--- src/rtl/pc_fetch_ctrl.sv ---
// pc_fetch_ctrl: program counter, next-PC select and run/step/halt/trap commit controller
// Optional feature macro: PC_FETCH_BP_EN builds the breakpoint comparator; when undefined,
// bp_en_i and bp_addr_i are ignored.
// Ports:
//   clk, rstn                 clock, asynchronous active-low reset
//   run_i, step_i, stall_i    free-run level, single-step request (rising edge), stall
//   br_taken_i, jal_i, jalr_i control-flow selects (priority jalr > jal > branch)
//   imm_i, rs1_i              byte offset and JALR base
//   bp_en_i, bp_addr_i        hardware breakpoint
//   pc_o, pc_plus4_o          current PC and link value
//   imem_addr_o               instruction-memory word address
//   commit_o                  current instruction retires
//   state_o, halted_o         IDLE=00 RUN=01 STEP=10 TRAP=11, halted in IDLE/TRAP
//   misalign_o                trapped on a misaligned target
//   retired_cnt_o             committed-instruction counter
module pc_fetch_ctrl #(
  parameter int ADDR_W = 32,
  parameter int IMEM_AW = 5,
  parameter logic [ADDR_W-1:0] RESET_PC = '0,
  parameter int CNT_W = 32
) (
  input  logic              clk,
  input  logic              rstn,
  input  logic              run_i,
  input  logic              step_i,
  input  logic              stall_i,
  input  logic              br_taken_i,
  input  logic              jal_i,
  input  logic              jalr_i,
  input  logic [ADDR_W-1:0] imm_i,
  input  logic [ADDR_W-1:0] rs1_i,
  input  logic              bp_en_i,
  input  logic [ADDR_W-1:0] bp_addr_i,
  output logic [ADDR_W-1:0] pc_o,
  output logic [ADDR_W-1:0] pc_plus4_o,
  output logic [IMEM_AW-1:0] imem_addr_o,
  output logic              commit_o,
  output logic [1:0]        state_o,
  output logic              halted_o,
  output logic              misalign_o,
  output logic [CNT_W-1:0]  retired_cnt_o
);
  typedef enum logic [1:0] {IDLE = 2'b00, RUN = 2'b01, STEP = 2'b10, TRAP = 2'b11} state_t;
  state_t state, state_n;
  logic [ADDR_W-1:0] tgt;
  logic jump, misaligned, active, fault, bp_hit, step_rise;
  // Holds "step_i was low at the last edge"; resetting it to 0 means a step_i
  // held high through reset release is not seen as a rising edge.
  logic step_low;
  assign jump = jalr_i | jal_i | br_taken_i;
  assign tgt = jalr_i ? ((rs1_i + imm_i) & ~ADDR_W'(1)) :
               (jal_i | br_taken_i) ? pc_o + imm_i : pc_plus4_o;
  assign misaligned = jump & tgt[1];
  assign active = (state == RUN) | (state == STEP);
  assign fault = active & ~stall_i & misaligned;
  assign commit_o = active & ~stall_i & ~misaligned;
  assign step_rise = step_i & step_low;
`ifdef PC_FETCH_BP_EN
  assign bp_hit = commit_o & bp_en_i & (tgt == bp_addr_i);
`else
  logic unused_bp;
  assign unused_bp = ^{bp_en_i, bp_addr_i};
  assign bp_hit = 1'b0;
`endif
  always_ff @(posedge clk or negedge rstn) begin
    if (!rstn) begin
      state <= IDLE;
      pc_o <= RESET_PC;
      retired_cnt_o <= '0;
      step_low <= 1'b0;
    end else begin
      state <= state_n;
      step_low <= ~step_i;
      if (commit_o) begin
        pc_o <= tgt;
        retired_cnt_o <= retired_cnt_o + CNT_W'(1);
      end
    end
  end
  always_comb begin
    state_n = state;
    case (state)
      IDLE: state_n = run_i ? RUN : step_rise ? STEP : IDLE;
      RUN:  state_n = fault ? TRAP : (~run_i | bp_hit) ? IDLE : RUN;
      STEP: state_n = fault ? TRAP : commit_o ? IDLE : STEP;
      default: state_n = TRAP;
    endcase
  end
  assign pc_plus4_o = pc_o + ADDR_W'(4);
  assign imem_addr_o = pc_o[IMEM_AW+1:2];
  assign state_o = state;
  assign halted_o = (state == IDLE) | (state == TRAP);
  assign misalign_o = state == TRAP;
endmodule

--- config.mk ---
export PLATFORM = sky130hd
export DESIGN_NAME = pc_fetch_ctrl
export DESIGN_NICKNAME = d
export VERILOG_FILES = /design/src/rtl/pc_fetch_ctrl.sv
export SDC_FILE = /design/constraint.sdc
export NUM_CORES = 1
export LEC_CHECK = 0
export BUFFER_PORTS_ARGS = -buffer_cell sky130_fd_sc_hd__buf_2
export CAP_MARGIN = 20
export CELL_PAD_IN_SITES_DETAIL_PLACEMENT = 0
export CELL_PAD_IN_SITES_GLOBAL_PLACEMENT = 1
export CORE_AREA = 4 4 159 161
export DETAILED_ROUTE_END_ITERATION = 8
export DIE_AREA = 0 0 163 165
export GPL_TIMING_DRIVEN = 1
export PLACE_DENSITY = 0.71
export SETUP_SLACK_MARGIN = 0.4
export SYNTH_ARGS = -nofsm -noshare
export SYNTH_HDL_FRONTEND = slang
export SYNTH_SLANG_ARGS = --single-unit
--- constraint.sdc ---
create_clock -name clk -period 2.5 [get_ports clk]
set_input_delay 0.5 -clock clk [delete_from_list [all_inputs] [get_ports clk]]
set_output_delay 0.5 -clock clk [all_outputs]
set_load 0.01 [all_outputs]
==> metrics.cfg, run 1 <==
[power]
leakagePower_nw=6.62
irDropWorstVdd_uv=506
pwr_density_cell_nw_per_um2=917

[synthesis]
synth_area_um2=7070
synth_edf_count=0
yosysWarningCount=0
yosys_register_bits=67
synth_compound_area_frac=0.257
synth_top_family_by_area=compound AO/OA/AOI/OAI gates
synth_adder_area_share=0.124
synth_cell_types=68
synth_top_area_frac=0.237
synthArstFlopShare=1.00
syn-num-nets=1065
yosysTopAreaCell=dfrtp_1
synth_area_leaders=dfrtp_1, ha_1, xnor2_1
syn-instance-count=891
syn_area_per_cell_um2=7.94
ys_seq_area_frac=0.237
synthMuxAreaShare=0.00725
synth_xor_area_frac=0.130
synth-simple-area-share=0.209
yosys_most_used_dff=dfrtp_1

[die]
num_rows=57
die_x_um=163
initial_core_util=0.295
die-area_um2=26900
die_h_um=165
ios=211
core_area_um2=24000

[worst_setup_path]
worstPathMaxFanout=6
cp_common_cell=buf_6
crit_path_end_kind=output pin
cpPeakStageDelay_ns=0.37
critPathKind=reg2out
worstPathCellList=buf_6, and3_4, nand2_4, nor2_4, nand2_2, nor2_2, buf_6, buf_6, nand2_4, xnor2_4, buf_6
crit_slowest_cell=dfrtp_1
cp-start-kind=flip-flop
crit_arrival_ns=2.21
crit_required_ns=2.00

[routing]
firstDrtPassIters=5
vias=8806
wl_per_cell_um=17.3
routed_wl_um=30000
viasPerCell=5.07
routed-wl-met2_um=14500
drt-initial-drc-count=490
detail-route-antenna-nets=0
wl_met1_um=13300
route.met3.wl_um=1680
drc=0
top_layer_used=met4

[clock_network]
cts_root_buffer=clkbuf_16
cts_tree=done
clkLatencyLatePin_ns=0.35
clkSinkCount=67
max-clock-path-buffers=2
cts-htree-levels=3
clkTransAtPathRegs_ns=0.06
cts_buffers=9
holdBufCountCts=0

[final_layout]
layout_commonest_cell=buf_4
final_cell_count_no_fill=1737
area_delta_synth_final_pct=91.2
n_antenna_cell=0
drive_gt1_frac=0.553
layout_common_cells=buf_4, buf_2, buf_6
nets=1583
fin_util=0.564

[sta]
drv_slew=0
hold_violations=0
min_period_ns=2.71
fin_skew_ns=0.00394
min_period_over_period=1.08
finalSetupViolCount=60
max_freq_mhz=369
rsz0062_at_grt=yes
setup_tns_ns=-5.87
max_slew_margin=0.573
tightest_slew_ns=0.637
setup_ws_ns=-0.211

[run_status]
outcome=finished, violations left
violations=negative setup slack

[global_route]
grt_pass1_vias=8524
antenna_found_initial=0
overflow=0
grt_pass1_wl_um=44900
grt.total_usage=0.210
grt_start_max_net_pins=68

[run]
cap_violations=0

[placed_design]
detailed_place_hpwl_um=21700
io_buffers=177
placedCellCount=1603
place.gp.congestion=0.890

[hold_path]
hp-class=in2async

## layer usage
| metal | global-route usage | up-vias |
|---|---|---|
| met5 | 0 | - |
| li1 | - | 4283 |
| met4 | 0.0461 | 0 |
| met3 | 0.0317 | 29 |
| met1 | 0.288 | 4219 |
| met2 | 0.352 | 275 |
## power by group
group          leakage (nW)  internal, mW  total (mW)  switching, mW
sequential            0.849          1.38        1.65          0.273
combinational          5.61          4.79        9.25           4.46
clock                 0.162         0.972        1.50          0.532
## registers in the layout (all words and copies together) (netlist names)
signal         count
pc_o              32
retired_cnt_o     32
state_o            2
step_low           1
## cell type report
type | instances | area (µm²)
well taps | 324 | 405
flip-flops and latches | 67 | 1680
inverters | 22 | 87.6
multi-input cells | 767 | 6810
clock buffers | 9 | 225
repair buffers | 542 | 4200
fillers | 2152 | 10400
clock inverters | 6 | 115
## cell usage after synthesis (4+ instances only)
cell type,n
a211oi_1,15
a21o_1,35
a21oi_1,66
a31oi_1,11
and2_1,10
and3_1,20
and4_1,4
buf_4,7
clkbuf_1,25
dfrtp_1,67
ha_1,67
inv_1,22
mux2i_1,4
nand2_1,92
nand2b_1,10
nand3_1,38
nand4_1,18
nor2_1,85
nor2b_1,9
nor3_1,8
o211ai_1,6
o21a_1,16
o21ai_0,60
o21bai_1,6
o22ai_1,4
o31a_1,5
o31ai_1,8
or2_2,4
xnor2_1,70
xor2_1,35
## per-stage QoR
stage	worst slack (ns)	cell area, µm²	hold WS, ns	power [mW]
floorplan	-0.363	7610	0.204	5.48
global route	-0.358	13500	0.211	13.2
CTS	-0.197	12600	0.185	11.4
finish	-0.211	13500	0.182	12.4
global placement	-0.757	10600	0.451	8.34
detailed placement	-0.776	10600	0.475	8.35
## logic make-up (layout without fill, tap and decap cells)
kind of cell,Yosys count,count (layout)
compound gates,276,276
fa+ha+maj,69,69
buf+inv,57,579
simple gates,312,312
mux,5,5
flops,67,67
xor+xnor,105,105
## critical path, delay by kind of cell, from the launching register on
kind	cells	cell delay, ns
DFF	1	0.37
buffers and inverters	4	0.55
xor gates and xnor gates	1	0.20
and+or+nand+nor	6	0.73
## final timing paths
check / from / to / slack (ns) / depth (start not counted)
hold / removal: rstn / retired_cnt_o[30] / 0.18 / 2
min in group clk: step_i / step_low / 0.31 / 2
setup / recovery: pc_o[12] / pc_plus4_o[25] / -0.21 / 11
hold reg to reg: retired_cnt_o[31] / retired_cnt_o[31] / 0.48 / 1
setup reg to reg: pc_o[0] / retired_cnt_o[28] / -0.20 / 14
max in group asynchronous: rstn / pc_o[8] / 2.00 / 2
## repair_timing
item                       CTS  global route
setup endpoints to repair   91            92
setup buffers               73            43
pin swaps                  122            93
cloned                       2             1
gates resized for setup    236           117
Note: power is estimated with default switching activity, not from simulation.
==> run 2, diff against run 1 <==
- PLACE_DENSITY: 0.71 -> 0.68
- clock period: 2.5 -> 3 ns (I/O delays scaled with it)
==> run 2 against run 1 <==
  * Clock skew down 0.00063 ns
  * Final cell count down 8.3%
  * First-iteration DRC count down 13%
  * Utilization down 8.3 points
  * Critical path depth up 2
  * Via count down 8.4%
  * Sequential power down 8%
  * Total power down 31%
  * The flow now finishes without violations
  * Worst hold slack better by 0.061 ns
  * Highest routed layer unchanged
  * Sequential share of layout area up 2.2 points
  * Worst setup slack better by 0.42 ns
==> metrics.cfg, run 2 (synthesized netlist as in run 1, its figures left out) <==
[worst_setup_path]
worstPathCellList=buf_2, ha_1, a21oi_1, o21bai_1, a221oi_4, o211ai_4, o31a_1, buf_4, buf_6, a31oi_4, xor2_1, and2_1, o31ai_1
crit_path_end_kind=flip-flop
cp-start-kind=input port
cpPeakStageDelay_ns=0.35
crit_slowest_cell=a221oi_4
critPathBufInv=3
crit_arrival_ns=3.04
worstPathMaxFanout=3
critPathKind=in2reg
crit_required_ns=3.25
cp_top_family=compound AO/OA/AOI/OAI gates

[power]
total_power_mw=8.62
pwr_density_cell_nw_per_um2=747
irDropWorstVdd_uv=488
leakagePower_nw=5.58

[placed_design]
detailed_place_hpwl_um=20400
place.gp.congestion=0.871
io_buffers=177
dp_slack_ns=-0.280
placedCellCount=1488

[routing]
drc=0
vias=8062
detail-route-antenna-nets=0
firstDrtPassIters=5
routed_wl_um=27000
drt-initial-drc-count=427
wl_per_cell_um=17.0
viasPerCell=5.06

[sta]
min_period_ns=2.79
tightest_slew_ns=0.650
setup_ws_ns=0.212
rsz0062_at_grt=yes
fin_skew_ns=0.00331
hold_violations=0
setup_tns_ns=0
drv_slew=0
finalSetupViolCount=0
min_period_over_period=0.929
max_slew_margin=0.565
max_freq_mhz=359

[final_layout]
nets=1437
layout_commonest_cell=buf_4
layout_common_cells=buf_4, buf_2, nand2_1
drive_gt1_frac=0.457
final_cell_count_no_fill=1592
n_antenna_cell=0
area_delta_synth_final_pct=63.1

[global_route]
grt.total_usage=0.196
grt_pass1_vias=7919
grt_pass1_wl_um=42100
antenna_found_initial=0
grt_start_max_net_pins=48
overflow=0

[hold_path]
hp-class=in2async

[clock_network]
clkLatencyLatePin_ns=0.34
cts-htree-levels=3
cts_buffers=9
cts_tree=done
max-clock-path-buffers=2
clkSinkCount=67
clkTransAtPathRegs_ns=0.06
cts_root_buffer=clkbuf_16

[die]
die_h_um=165
num_rows=57
die-area_um2=26900
initial_core_util=0.295
core_area_um2=24000
ios=211
die_x_um=163

[run]
cap_violations=0

[run_status]
outcome=completed

==> run 2: layer usage <==
layer,up-vias,global-route usage,part of all wire
met5,-,0,0
met4,0,0.0492,0.019
li1,3985,-,-
met2,213,0.319,0.46
met3,32,0.0322,0.051
met1,3832,0.273,0.47
==> run 2: per-stage QoR <==
| step | utilization | area [µm²] | hold WS, ns |
|---|---|---|---|
| floorplan | - | 7380 | 0.304 |
| global placement | 0.396 | 9480 | 0.457 |
| detailed placement | 0.396 | 9480 | 0.462 |
| CTS | 0.460 | 11000 | 0.249 |
| global route | 0.481 | 11500 | 0.272 |
| finish | 0.481 | 11500 | 0.243 |
==> run 2: worst paths after layout <==
| kind | start | cells past startpoint | end | slack, ns |
|---|---|---|---|---|
| worst max-delay path | imm_i[14] | 13 | pc_o[21] | 0.21 |
| worst max register to register | pc_o[7] | 14 | pc_o[26] | 0.31 |
| worst min register to register | retired_cnt_o[31] | 1 | retired_cnt_o[31] | 0.47 |
| min in group clk | step_i | 2 | step_low | 0.42 |
| worst min-delay path | rstn | 1 | pc_o[31] | 0.24 |
| max in group asynchronous | rstn | 2 | pc_o[3] | 2.08 |
==> run 2: repair_timing <==
| action | in CTS | in global routing |
|---|---|---|
| endpoints found under the setup margin | 58 | 57 |
| pin swaps | 73 | 50 |
| hold buffers | 0 | 0 |
| setup buffers | 71 | 17 |
| resized for setup | 141 | 75 |
| hold endpoints to repair | 0 | 0 |
==> run 2: cell type report <==
cell class              count  area, µm²
inverters                  22       88.8
fillers                  2359      12400
clock buffers               9        225
multi-input cells         767       6290
repair buffers            396       2760
clock inverters             7       76.3
flip-flops and latches     67       1690
well taps                 324        405
==> run 2: where the power goes <==
group          switching [mW]  internal [mW]
logic                    3.02           2.99
clock network           0.454          0.649
registers               0.355           1.15
==> run 2: worst register-to-register path, delay by kind of cell (launching register included) <==
kind / cells / cell delay [ns]
adder cells (fa/ha/maj): 1 / 0.23
flip-flops: 1 / 0.38
buffers and inverters: 3 / 0.38
AND/OR/NAND/NOR: 1 / 0.11
AO/OA/AOI/OAI: 8 / 1.35
XOR/XNOR: 1 / 0.12
